$ cat src/rtl/can_tx_pkg.sv
// Shared types and default sizing for the CAN transmit frame buffer.
package can_tx_pkg;

  localparam int DEF_DEPTH           = 64;
  localparam int DEF_INFO_DEPTH      = 16;
  localparam int DEF_MAX_FRAME_WORDS = 18;
  localparam int LEN_W               = $clog2(DEF_MAX_FRAME_WORDS + 1);

  typedef enum logic [1:0] {
    TX_IDLE      = 2'd0,
    TX_READY     = 2'd1,
    TX_READING   = 2'd2,
    TX_DONE_WAIT = 2'd3
  } tx_state_t;

endpackage

$ cat src/rtl/can_tx_len_fifo.sv
// Synchronous FIFO of committed frame lengths; head is read combinationally.
module can_tx_len_fifo #(
  parameter int DEPTH = 16,
  parameter int W     = 5
) (
  input  logic                   clk,
  input  logic                   rst,
  input  logic                   clear_i,
  input  logic                   push_i,
  input  logic                   pop_i,
  input  logic [W-1:0]           din_i,
  output logic [W-1:0]           head_o,
  output logic [$clog2(DEPTH):0] count_o,
  output logic                   full_o,
  output logic                   empty_o
);
  localparam int AW = $clog2(DEPTH);

  logic [W-1:0]  mem_q [DEPTH];
  logic [AW-1:0] wp_q, wp_d, rp_q, rp_d;
  logic [AW:0]   cnt_q, cnt_d;
  logic          do_push, do_pop;

  assign full_o  = (cnt_q == (AW+1)'(DEPTH));
  assign empty_o = (cnt_q == '0);
  assign do_push = push_i & ~full_o;
  assign do_pop  = pop_i & ~empty_o;
  assign head_o  = mem_q[rp_q];
  assign count_o = cnt_q;

  always_comb begin
    wp_d  = wp_q + AW'(do_push);
    rp_d  = rp_q + AW'(do_pop);
    cnt_d = cnt_q + (AW+1)'(do_push) - (AW+1)'(do_pop);
  end

  always_ff @(posedge clk) begin
    if (rst | clear_i) begin
      wp_q  <= '0;
      rp_q  <= '0;
      cnt_q <= '0;
    end else begin
      wp_q  <= wp_d;
      rp_q  <= rp_d;
      cnt_q <= cnt_d;
    end
  end

  always_ff @(posedge clk) begin
    if (do_push) mem_q[wp_q] <= din_i;
  end

endmodule

$ cat src/rtl/can_tx_fifo.sv
// CAN transmit frame buffer: host stages and commits frames, the transmitter
// reads them word by word and releases or rewinds the head frame.
module can_tx_fifo
  import can_tx_pkg::*;
#(
  parameter int DEPTH           = DEF_DEPTH,
  parameter int INFO_DEPTH      = DEF_INFO_DEPTH,
  parameter int MAX_FRAME_WORDS = DEF_MAX_FRAME_WORDS
) (
  input  logic                        clk,
  input  logic                        rst,
  input  logic                        reset_mode,
  input  logic                        wr,
  input  logic [31:0]                 data_in,
  input  logic                        commit,
  output logic                        tx_req,
  input  logic                        rd,
  output logic [31:0]                 data_out,
  output logic                        last_word,
  input  logic                        tx_release,
  input  logic                        tx_rewind,
  output logic                        overrun,
  output logic [$clog2(INFO_DEPTH):0] info_cnt,
  output logic [$clog2(DEPTH):0]      free_words,
  output logic [1:0]                  tx_state_o
);
  localparam int AW = $clog2(DEPTH);
  localparam int IW = $clog2(INFO_DEPTH);
  localparam int LW = $clog2(MAX_FRAME_WORDS + 1);

  logic [31:0]   mem_q [DEPTH];
  logic [AW-1:0] wr_ptr_q, wr_ptr_d, wr_ptr_nx, frame_start_q, frame_start_d;
  logic [AW-1:0] rd_ptr_q, rd_addr;
  logic [LW-1:0] frame_len_q, frame_len_d, frame_len_nx, rd_off_q, head_len;
  logic [AW:0]   word_cnt_q, word_cnt_d;
  logic [IW:0]   info_cnt_nx;
  logic          drop_q, drop_d, ovr_q, ovr_d;
  logic          info_full, info_empty;
  logic          wr_acc, wr_rej, drop_eff, len_nz, commit_ok, discard;
  logic          release_ok, rewind_ok, rd_ok;
  tx_state_t     state_q;

  // A word rejected in the same cycle as commit poisons the frame just like a held drop.
  always_comb begin
    wr_acc       = wr & (word_cnt_q != (AW+1)'(DEPTH))
                   & (frame_len_q < LW'(MAX_FRAME_WORDS)) & ~drop_q;
    wr_rej       = wr & ~wr_acc;
    drop_eff     = drop_q | wr_rej;
    frame_len_nx = frame_len_q + LW'(wr_acc);
    wr_ptr_nx    = wr_ptr_q + AW'(wr_acc);
    len_nz       = (frame_len_nx != '0);
    commit_ok    = commit & len_nz & ~drop_eff & ~info_full;
    discard      = commit & (drop_eff | (info_full & len_nz));
    release_ok   = tx_req & tx_release;
    rewind_ok    = tx_req & tx_rewind & ~tx_release;
    rd_ok        = tx_req & rd & ~tx_release & ~tx_rewind;
  end

  always_comb begin
    wr_ptr_d      = wr_ptr_nx;
    frame_start_d = frame_start_q;
    frame_len_d   = frame_len_nx;
    drop_d        = drop_eff;
    ovr_d         = ovr_q | wr_rej;
    if (commit_ok) begin
      frame_start_d = wr_ptr_nx;
      frame_len_d   = '0;
    end else if (discard) begin
      wr_ptr_d    = frame_start_q;
      frame_len_d = '0;
      drop_d      = 1'b0;
      ovr_d       = 1'b1;
    end
    word_cnt_d  = word_cnt_q + (AW+1)'(wr_acc)
                  - (release_ok ? (AW+1)'(head_len) : '0)
                  - (discard ? (AW+1)'(frame_len_nx) : '0);
    info_cnt_nx = info_cnt + (IW+1)'(commit_ok) - (IW+1)'(release_ok);
  end

  always_ff @(posedge clk) begin
    if (rst | reset_mode) begin
      wr_ptr_q      <= '0;
      frame_start_q <= '0;
      frame_len_q   <= '0;
      word_cnt_q    <= '0;
      drop_q        <= 1'b0;
      ovr_q         <= 1'b0;
    end else begin
      wr_ptr_q      <= wr_ptr_d;
      frame_start_q <= frame_start_d;
      frame_len_q   <= frame_len_d;
      word_cnt_q    <= word_cnt_d;
      drop_q        <= drop_d;
      ovr_q         <= ovr_d;
    end
  end

  always_ff @(posedge clk) begin
    if (wr_acc & ~rst & ~reset_mode) mem_q[wr_ptr_q] <= data_in;
  end

  can_tx_len_fifo #(.DEPTH(INFO_DEPTH), .W(LW)) u_len_fifo (
    .clk     (clk),
    .rst     (rst),
    .clear_i (reset_mode),
    .push_i  (commit_ok),
    .pop_i   (release_ok),
    .din_i   (frame_len_nx),
    .head_o  (head_len),
    .count_o (info_cnt),
    .full_o  (info_full),
    .empty_o (info_empty)
  );

  // Leaving TX_IDLE on the commit edge itself makes tx_req track info_cnt != 0.
  always_ff @(posedge clk) begin
    if (rst | reset_mode) begin
      state_q  <= TX_IDLE;
      rd_ptr_q <= '0;
      rd_off_q <= '0;
    end else if (release_ok) begin
      rd_ptr_q <= rd_ptr_q + AW'(head_len);
      rd_off_q <= '0;
      state_q  <= (info_cnt_nx != '0) ? TX_READY : TX_IDLE;
    end else if (rewind_ok) begin
      rd_off_q <= '0;
      state_q  <= TX_READY;
    end else begin
      case (state_q)
        TX_IDLE: if (commit_ok | ~info_empty) state_q <= TX_READY;
        TX_READY: if (rd_ok) begin
          if (head_len == LW'(1)) state_q <= TX_DONE_WAIT;
          else begin
            rd_off_q <= LW'(1);
            state_q  <= TX_READING;
          end
        end
        TX_READING: if (rd_ok) begin
          if (last_word) state_q <= TX_DONE_WAIT;
          else rd_off_q <= rd_off_q + LW'(1);
        end
        default: ;
      endcase
    end
  end

  assign rd_addr    = rd_ptr_q + AW'(rd_off_q);
  assign data_out   = mem_q[rd_addr];
  assign tx_req     = (state_q != TX_IDLE);
  assign last_word  = tx_req & (rd_off_q == head_len - LW'(1));
  assign overrun    = ovr_q;
  assign free_words = (AW+1)'(DEPTH) - word_cnt_q;
  assign tx_state_o = state_q;

endmodule

$ cat config.mk
export PLATFORM = sky130hd
export DESIGN_NAME = can_tx_fifo
export DESIGN_NICKNAME = d
export VERILOG_FILES = /design/src/rtl/can_tx_pkg.sv /design/src/rtl/can_tx_len_fifo.sv /design/src/rtl/can_tx_fifo.sv
export SDC_FILE = /design/constraint.sdc
export NUM_CORES = 2
export LEC_CHECK = 0
export CAP_MARGIN = 20
export CELL_PAD_IN_SITES_DETAIL_PLACEMENT = 1
export CELL_PAD_IN_SITES_GLOBAL_PLACEMENT = 2
export CORE_ASPECT_RATIO = 1.2
export CORE_UTILIZATION = 55
export CTS_CLUSTER_DIAMETER = 150
export CTS_CLUSTER_SIZE = 14
export DETAILED_ROUTE_END_ITERATION = 8
export PLACE_DENSITY = 0.92
export SYNTH_ARGS = -nofsm -noshare
export SYNTH_HDL_FRONTEND = slang
export SYNTH_SLANG_ARGS = --single-unit
$ cat constraint.sdc
create_clock -name clk -period 10.8 [get_ports clk]
set_input_delay 2.16 -clock clk [delete_from_list [all_inputs] [get_ports clk]]
set_output_delay 2.16 -clock clk [all_outputs]
set_load 0.02 [all_outputs]
### Word-level counts from Yosys, hierarchy flattened

Memory sizes are Yosys's and may differ from the RTL's. A register that Yosys moved wholly into a read port is not among the register bits.
Index checks and enable logic that the tools add are counted.

* $add $sub $neg: 16
* magnitude comparators: 1
* equal/unequal tests: 14
* mux-type cells: 27
* bitwise logic cells: 34
* reductions and logical operators: 11

Operators by type and width (count)
* $mux W5: 6
* $and A1 B1 Y1: 20
* $ne A4 B4 Y1 const B: 4
* $add A5 B1 Y5: 3
* $reduce_bool A5 Y1: 3
* $sub A7 B5 Y7: 2
* $add A6 B5 Y6: 2
* $mux W2: 6
* $mux W6: 2
* $mux W1: 10
* $pmux W5 S2: 1
* $reduce_and A5 Y1: 2
* $sub A5 B1 Y5: 2
* $not A1 Y1: 9
* $add A4 B1 Y4: 2
* $ne A2 B2 Y1 const B: 4
* $add A7 B1 Y7: 1
* $ne A7 B7 Y1 const B: 1
* $sub A7 B7 Y7 const A: 1
* $add A6 B1 Y6: 1
* $pmux W2 S3: 1
* $reduce_or A3 Y1: 2
* $add A5 B1 Y5 const B: 1
* $eq A5 B1 Y1 const B: 1
* 11 further kinds: 16

* bits in registers: 52
* bits in writable memories: 2128
* output and inout bits: 49
* memories kept: 2

Memory list
* mem_q: depth 64, bits a word 32, rd ports 1, clocked after memory_dff 0, wr ports 1, RTL line can_tx_fifo.sv:31 `logic [31:0] mem_q [DEPTH];`
* u_len_fifo.mem_q: depth 16, bits a word 5, rd ports 1, clocked after memory_dff 1, wr ports 1, RTL line can_tx_len_fifo.sv:19 `logic [W-1:0] mem_q [DEPTH];`

### Depth between registers and ports, before layout

* depth after elaboration: 15
* mapped depth: 26

### Hierarchy

A second synthesis with hierarchy kept.

* cells, all modules: 4114
* area, all modules: 85821.1 um^2

Modules (own cells, without submodules)
* can_tx_fifo: times used 1, cells each 3892, area each 82029.9 um^2, seq. area each 62279.7 um^2
* can_tx_len_fifo: times used 1, cells each 222, area each 3791.1 um^2, seq. area each 2662.6 um^2

### Worst setup path before layout

No wires, ideal clock.

* path type: input -> register
* start point: input wr
* end point: register word_cnt_q[5]
* library setup time: 0.128 ns
* arrival time: 6.473 ns
* data required time: 10.672 ns
* path slack: 4.199 ns
* stages: 23
* cell sequence: nand3b_1 a31o_2 inv_1 ha_1 ha_1 xor2_1 nor3_1 a31oi_1 nand2_1 o21ai_0 clkbuf_1 clkbuf_1 nand2_1 fa_1 fa_1 ha_1 inv_1 fa_1 inv_1 a21o_1 a21oi_1 xor2_1 nor2_1

* word-level cells in the longest chain between the ends: 10

RTL lines
* start, declared: RTL line can_tx_fifo.sv:13 `input logic wr,`
* $and A1 B1 Y1 (*): RTL line can_tx_fifo.sv:45 `wr_acc = wr & (word_cnt_q != (AW+1)'(DEPTH))`
* $and A1 B1 Y1 (*) (2 in series): RTL line can_tx_fifo.sv:46 `& (frame_len_q < LW'(MAX_FRAME_WORDS)) & ~drop_q;`
* $add A5 B1 Y5 (*): RTL line can_tx_fifo.sv:49 `frame_len_nx = frame_len_q + LW'(wr_acc);`
* via frame_len_nx[2]: RTL line can_tx_fifo.sv:34 `logic [LW-1:0] frame_len_q, frame_len_d, frame_len_nx, rd_off_q, head_len;`
* $reduce_bool A5 Y1: RTL line can_tx_fifo.sv:51 `len_nz = (frame_len_nx != '0);`
* $and A1 B1 Y1: RTL line can_tx_fifo.sv:53 `discard = commit & (drop_eff | (info_full & len_nz));`
* $or A1 B1 Y1: RTL line can_tx_fifo.sv:53
* $and A1 B1 Y1: RTL line can_tx_fifo.sv:53
* $mux W5 (*): RTL line can_tx_fifo.sv:76 `- (discard ? (AW+1)'(frame_len_nx) : '0);`
* $sub A7 B5 Y7 (*): RTL line can_tx_fifo.sv:76
* end signal, assigned: RTL line can_tx_fifo.sv:92 `word_cnt_q <= word_cnt_d;`
* end, declared: RTL line can_tx_fifo.sv:35 `logic [AW:0] word_cnt_q, word_cnt_d;`

Mark *: on every way through the listed nets, which the timed path passes. The rest lies on a longest branch.
A chain may end at the register's enable or synchronous reset.

### Worst setup path after layout

* start point: register rd_off_q[0]
* end point: output data_out[2]

* word-level cells in the longest chain between the ends: 2

RTL lines
* start, declared: RTL line can_tx_fifo.sv:34
* start signal, assigned: RTL line can_tx_fifo.sv:140 `else rd_off_q <= rd_off_q + LW'(1);`
* $add A6 B5 Y6: RTL line can_tx_fifo.sv:147 `assign rd_addr = rd_ptr_q + AW'(rd_off_q);`
* $mem_v2 Z64 W32
* end, declared: RTL line can_tx_fifo.sv:18 `output logic [31:0] data_out,`

No other way between the ends.

==> metrics.md <==
| Metric | Value |
|---|---|
| Run status | complete, no violations |
| Critical path launch point type | flip-flop |
| Yosys warning total | 0 |
| Data arrival time of the critical path | around 6400 ps |
| Fraction of synthesized cell area taken by the top area cell type | 0.754 |
| Post-synth top flop | edfxtp_1 |
| Ratio of cells with drive above 1 in the final layout | 0.274 |
| Max Cap Violations | 0 |
| RSZ-0062 raised after global routing | no |
| First-pass DRT Iterations | 5 |
| Worst-path cell with the longest stage delay | fa_4 |
| Cell type with the highest aggregate area in the netlist | edfxtp_1 |
| Post-route ant nets | 0 |
| Core Region | between 150000 and 200000 um^2 |
| Cell area after layout | between 90000 and 100000 um^2 |
| Via total after detailed routing | between 40000 and 50000 |
| Max clock buf depth | 3 |
| Ordered list of cells on the worst path | ha_4 > fa_4 > buf_4 > mux4_2 > mux4_2 > nor2b_1 > a211oi_1 > a21oi_1 > clkdlybuf4s50_1 |
| Biggest area contributors in the synthesized netlist | edfxtp_1 75%, mux4_2 17%, dfxtp_1 1.2% |
| Area taken by multi-input logic gates | about 19000 um^2 |
| Sequential-to-total area share from yosys stat | 0.767 |
| Initial antenna violation count | 16 |
| Maximum number of pins on one net before global-route repair | around 170 |
| FFs w/ async S/R, synth | 0 |
| CP endpoint kind | primary output |
| CP Depth | 9 |
| Transition time at the pin with the least slew margin | between 1000 and 1500 ps |
| Routed wire length | about 240 mm |
| Depth of the worst register-to-register path | 23 |
| Die footprint | roughly 160000 um^2 |
| First-pass GRT wire length | 328 mm |
| H-Tree Depth | 4 |
| DR DRC count | 0 |
| # Post-CTS Setup Buffers | 0 |
| Storage cell area | roughly 65000 um^2 |
| Highest net fanout along the worst path | 36 |
| Final count of pins violating max slew | 0 |
| Post-Route Skew | between 50 and 60 ps |
| Cells resized by post-CTS repair | 0 |
| Placed standard-cell area | approximately 88000 um^2 |
| Path class of the lowest-slack min-delay path | flip-flop to flip-flop |
| Vias/cell | just over 7 |
| Clock tree from TritonCTS | done |
| IO Count | between 80 and 90 |
| Chip Height | around 430 um |
| WS Path Type | flip-flop to primary output |
| CP Data Required Time | 8640 ps |
| Detail-routed net length per standard cell | 41.3 um |
| Number of cells in the design after placement | about 5600 |
| Vias in the first global route | between 40000 and 50000 |
| Leak Pwr | 28.1 nW |
| Cell area power density | approximately 170 nW/um^2 |
| Worst slack, placed | around 3200 ps |
| Fin worst setup slack | 2240 ps |
| Period Utilization, post-route | 0.793 |
| Post-Route Setup TNS | 0 ps |
| Unique masters post-synth | 55 |
| Number of buffers added by the clock tree synthesis step | roughly 170 |
| Clock-pin slew reported for the worst setup and hold paths after clock tree synthesis | around 80 ps |
| Non-filler instance count after layout | 5861 |
| Net count of the finished layout | between 3000 and 4000 |
| Peak Freq | approximately 120 MHz |
| Number of buffers added on ports | between 80 and 90 |
| Die width | 360 um |
| Slew margin rel. | 0.175 |
| Clock Tree Root | clkbuf_16 |
| Total of flip-flops plus latches after synthesis | between 2000 and 2500 |
| WHS Path Cells | 2 |
| Placer's final routability congestion estimate | around 0.77 |
| Number of standard-cell rows in the floorplan | 157 |
| Global-route usage over all layers | 0.304 |
| Number of buffers added to fix hold violations after cts | 0 |
| Tmin final | 8560 ps |
| Number of hold violations in the final report | 0 |
| Bufs and invs on worst path | 2 |
| Area growth from synthesis to final layout | 10.5% |
| Worst-skew pair later-pin latency | ~840 ps |
| Cell area after synthesis | about 85000 um^2 |
| Global route overflow | 0 |
| Most used cell along the critical path | mux4_2 |
| Count of flip-flops with a built-in enable after synthesis | between 2000 and 2500 |
| Starting utilization of the core area | 0.555 |
| Maximum single-stage delay on the critical path | 1200 ps |
| Instance count of the mapped netlist | 3648 |
| Starting DRT DRC Count | just under 7000 |
| Synth Net Count | ~3700 |
| Final count of negative-setup-slack endpoints | 0 |
| IR Drop Worst-Case VDD | about 0.17 mV |
| Half-perimeter wire length after placement | about 120 mm |
| Sinks on Clock Net | ~2200 |
| Number of fill cells | between 10000 and 15000 |
| Mean instance size in the synthesized netlist | about 23 um^2 |
| Crit-path leading delay family | adder cells |
==> synth_stat cells (9+ instances only) <==
cell / count
mux4_1: 18
clkbuf_1: 116
a21o_1: 11
ha_1: 45
nor2b_1: 36
inv_1: 51
xnor2_1: 25
fa_1: 10
mux2i_1: 43
a21oi_1: 55
dfxtp_1: 52
xor2_1: 13
o21ai_0: 14
nand3_1: 17
and2_1: 18
nor2_1: 130
mux4_2: 643
nor3_1: 12
buf_1: 56
nand2_1: 32
a211oi_1: 41
buf_2: 9
edfxtp_1: 2128
==> final timing paths <==
check | start | slack, ps | endpoint
worst max register to register | word_cnt_q[0]$_SDFF_PP0_ | 5480 | word_cnt_q[6]$_SDFF_PP0_
worst min register to register | frame_start_q[1]$_SDFFE_PP0P_ | 440 | wr_ptr_q[1]$_SDFF_PP0_
worst max-delay path | rd_off_q[0]$_SDFFE_PP0P_ | 2240 | data_out[2]
worst min-delay path | frame_start_q[1]$_SDFFE_PP0P_ | 440 | wr_ptr_q[1]$_SDFF_PP0_
==> tightest hold or removal path, stage by stage (launching register included) <==
cell     delay (ps)
dfxtp_1         310
inv_1            40
a21oi_1          50
==> through the flow <==
| step | hold slack (ps) | power, mW | util |
|---|---|---|---|
| 6_report | 444 | 16.1 | 0.613 |
| 5_1_grt | 472 | 16.4 | 0.613 |
| 4_1_cts | 449 | 16.0 | 0.610 |
| 3_5_place_dp | 440 | 10.3 | 0.580 |
| 3_3_place_gp | 433 | 10.3 | 0.580 |
| 2_1_floorplan | 423 | 9.95 | - |
==> registers in the layout, summed over array words and instances, names as in the netlist <==
signal,cells
rd_off_q,5
frame_start_q,6
tx_state_o,2
u_len_fifo.wp_q,4
drop_q,1
wr_ptr_q,6
u_len_fifo.rp_q,4
frame_len_q,5
overrun,1
mem_q,2048
word_cnt_q,7
rd_ptr_q,6
u_len_fifo.count_o,5
u_len_fifo.mem_q,80
==> where the power goes <==
part           internal (mW)  switching [mW]
Sequential              9.30          0.0236
Clock                   2.92            3.02
Combinational          0.323           0.536
==> cells by family (layout without fill, tap and decap cells) <==
logic type / Yosys count / after routing / share of synthesized area
AND/OR/NAND/NOR: 284 / 284 / 0.0162
multiplexers: 706 / 706 / 0.182
buffers and inverters: 239 / 464 / 0.0111
adder cells (fa/ha/maj): 55 / 55 / 0.00901
other: 0 / 1 / 0
flip-flops: 2180 / 2180 / 0.767
XOR/XNOR: 38 / 38 / 0.00393
AO/OA/AOI/OAI: 146 / 146 / 0.0110
==> cells in the final DEF (no fill, tap or decap), drive strengths merged, types with 7 or more instances in the layout <==
cell / instances
a211oi: 41
a21o: 11
a21oi: 55
and2: 18
buf: 147
clkbuf: 192
clkdlybuf4s50: 56
clkinv: 11
dfxtp: 52
edfxtp: 2128
fa: 10
ha: 45
inv: 57
mux2i: 44
mux4: 661
nand2: 32
nand3: 17
nand3b: 7
nor2: 130
nor2b: 36
nor3: 13
o21ai: 14
xnor2: 25
xor2: 13
==> final cells by class <==
cell class | instances | share of cell area
diodes | 1 | 0.0000267
clock buffers | 191 | 0.0470
clock inverters | 16 | 0.00317
inverters | 53 | 0.00213
multi-input cells | 1229 | 0.207
flip-flops and latches | 2180 | 0.694
well taps | 1987 | 0.0266
repair buffers | 204 | 0.0208
==> layer usage <==
layer	global-route usage	share of wire	vias up
met5	0	0.00045	-
met3	0.0709	0.11	712
met4	0.145	0.051	16
li1	-	-	15700
met2	0.511	0.50	3618
met1	0.374	0.34	22100
(Power assumes the default switching activity.)
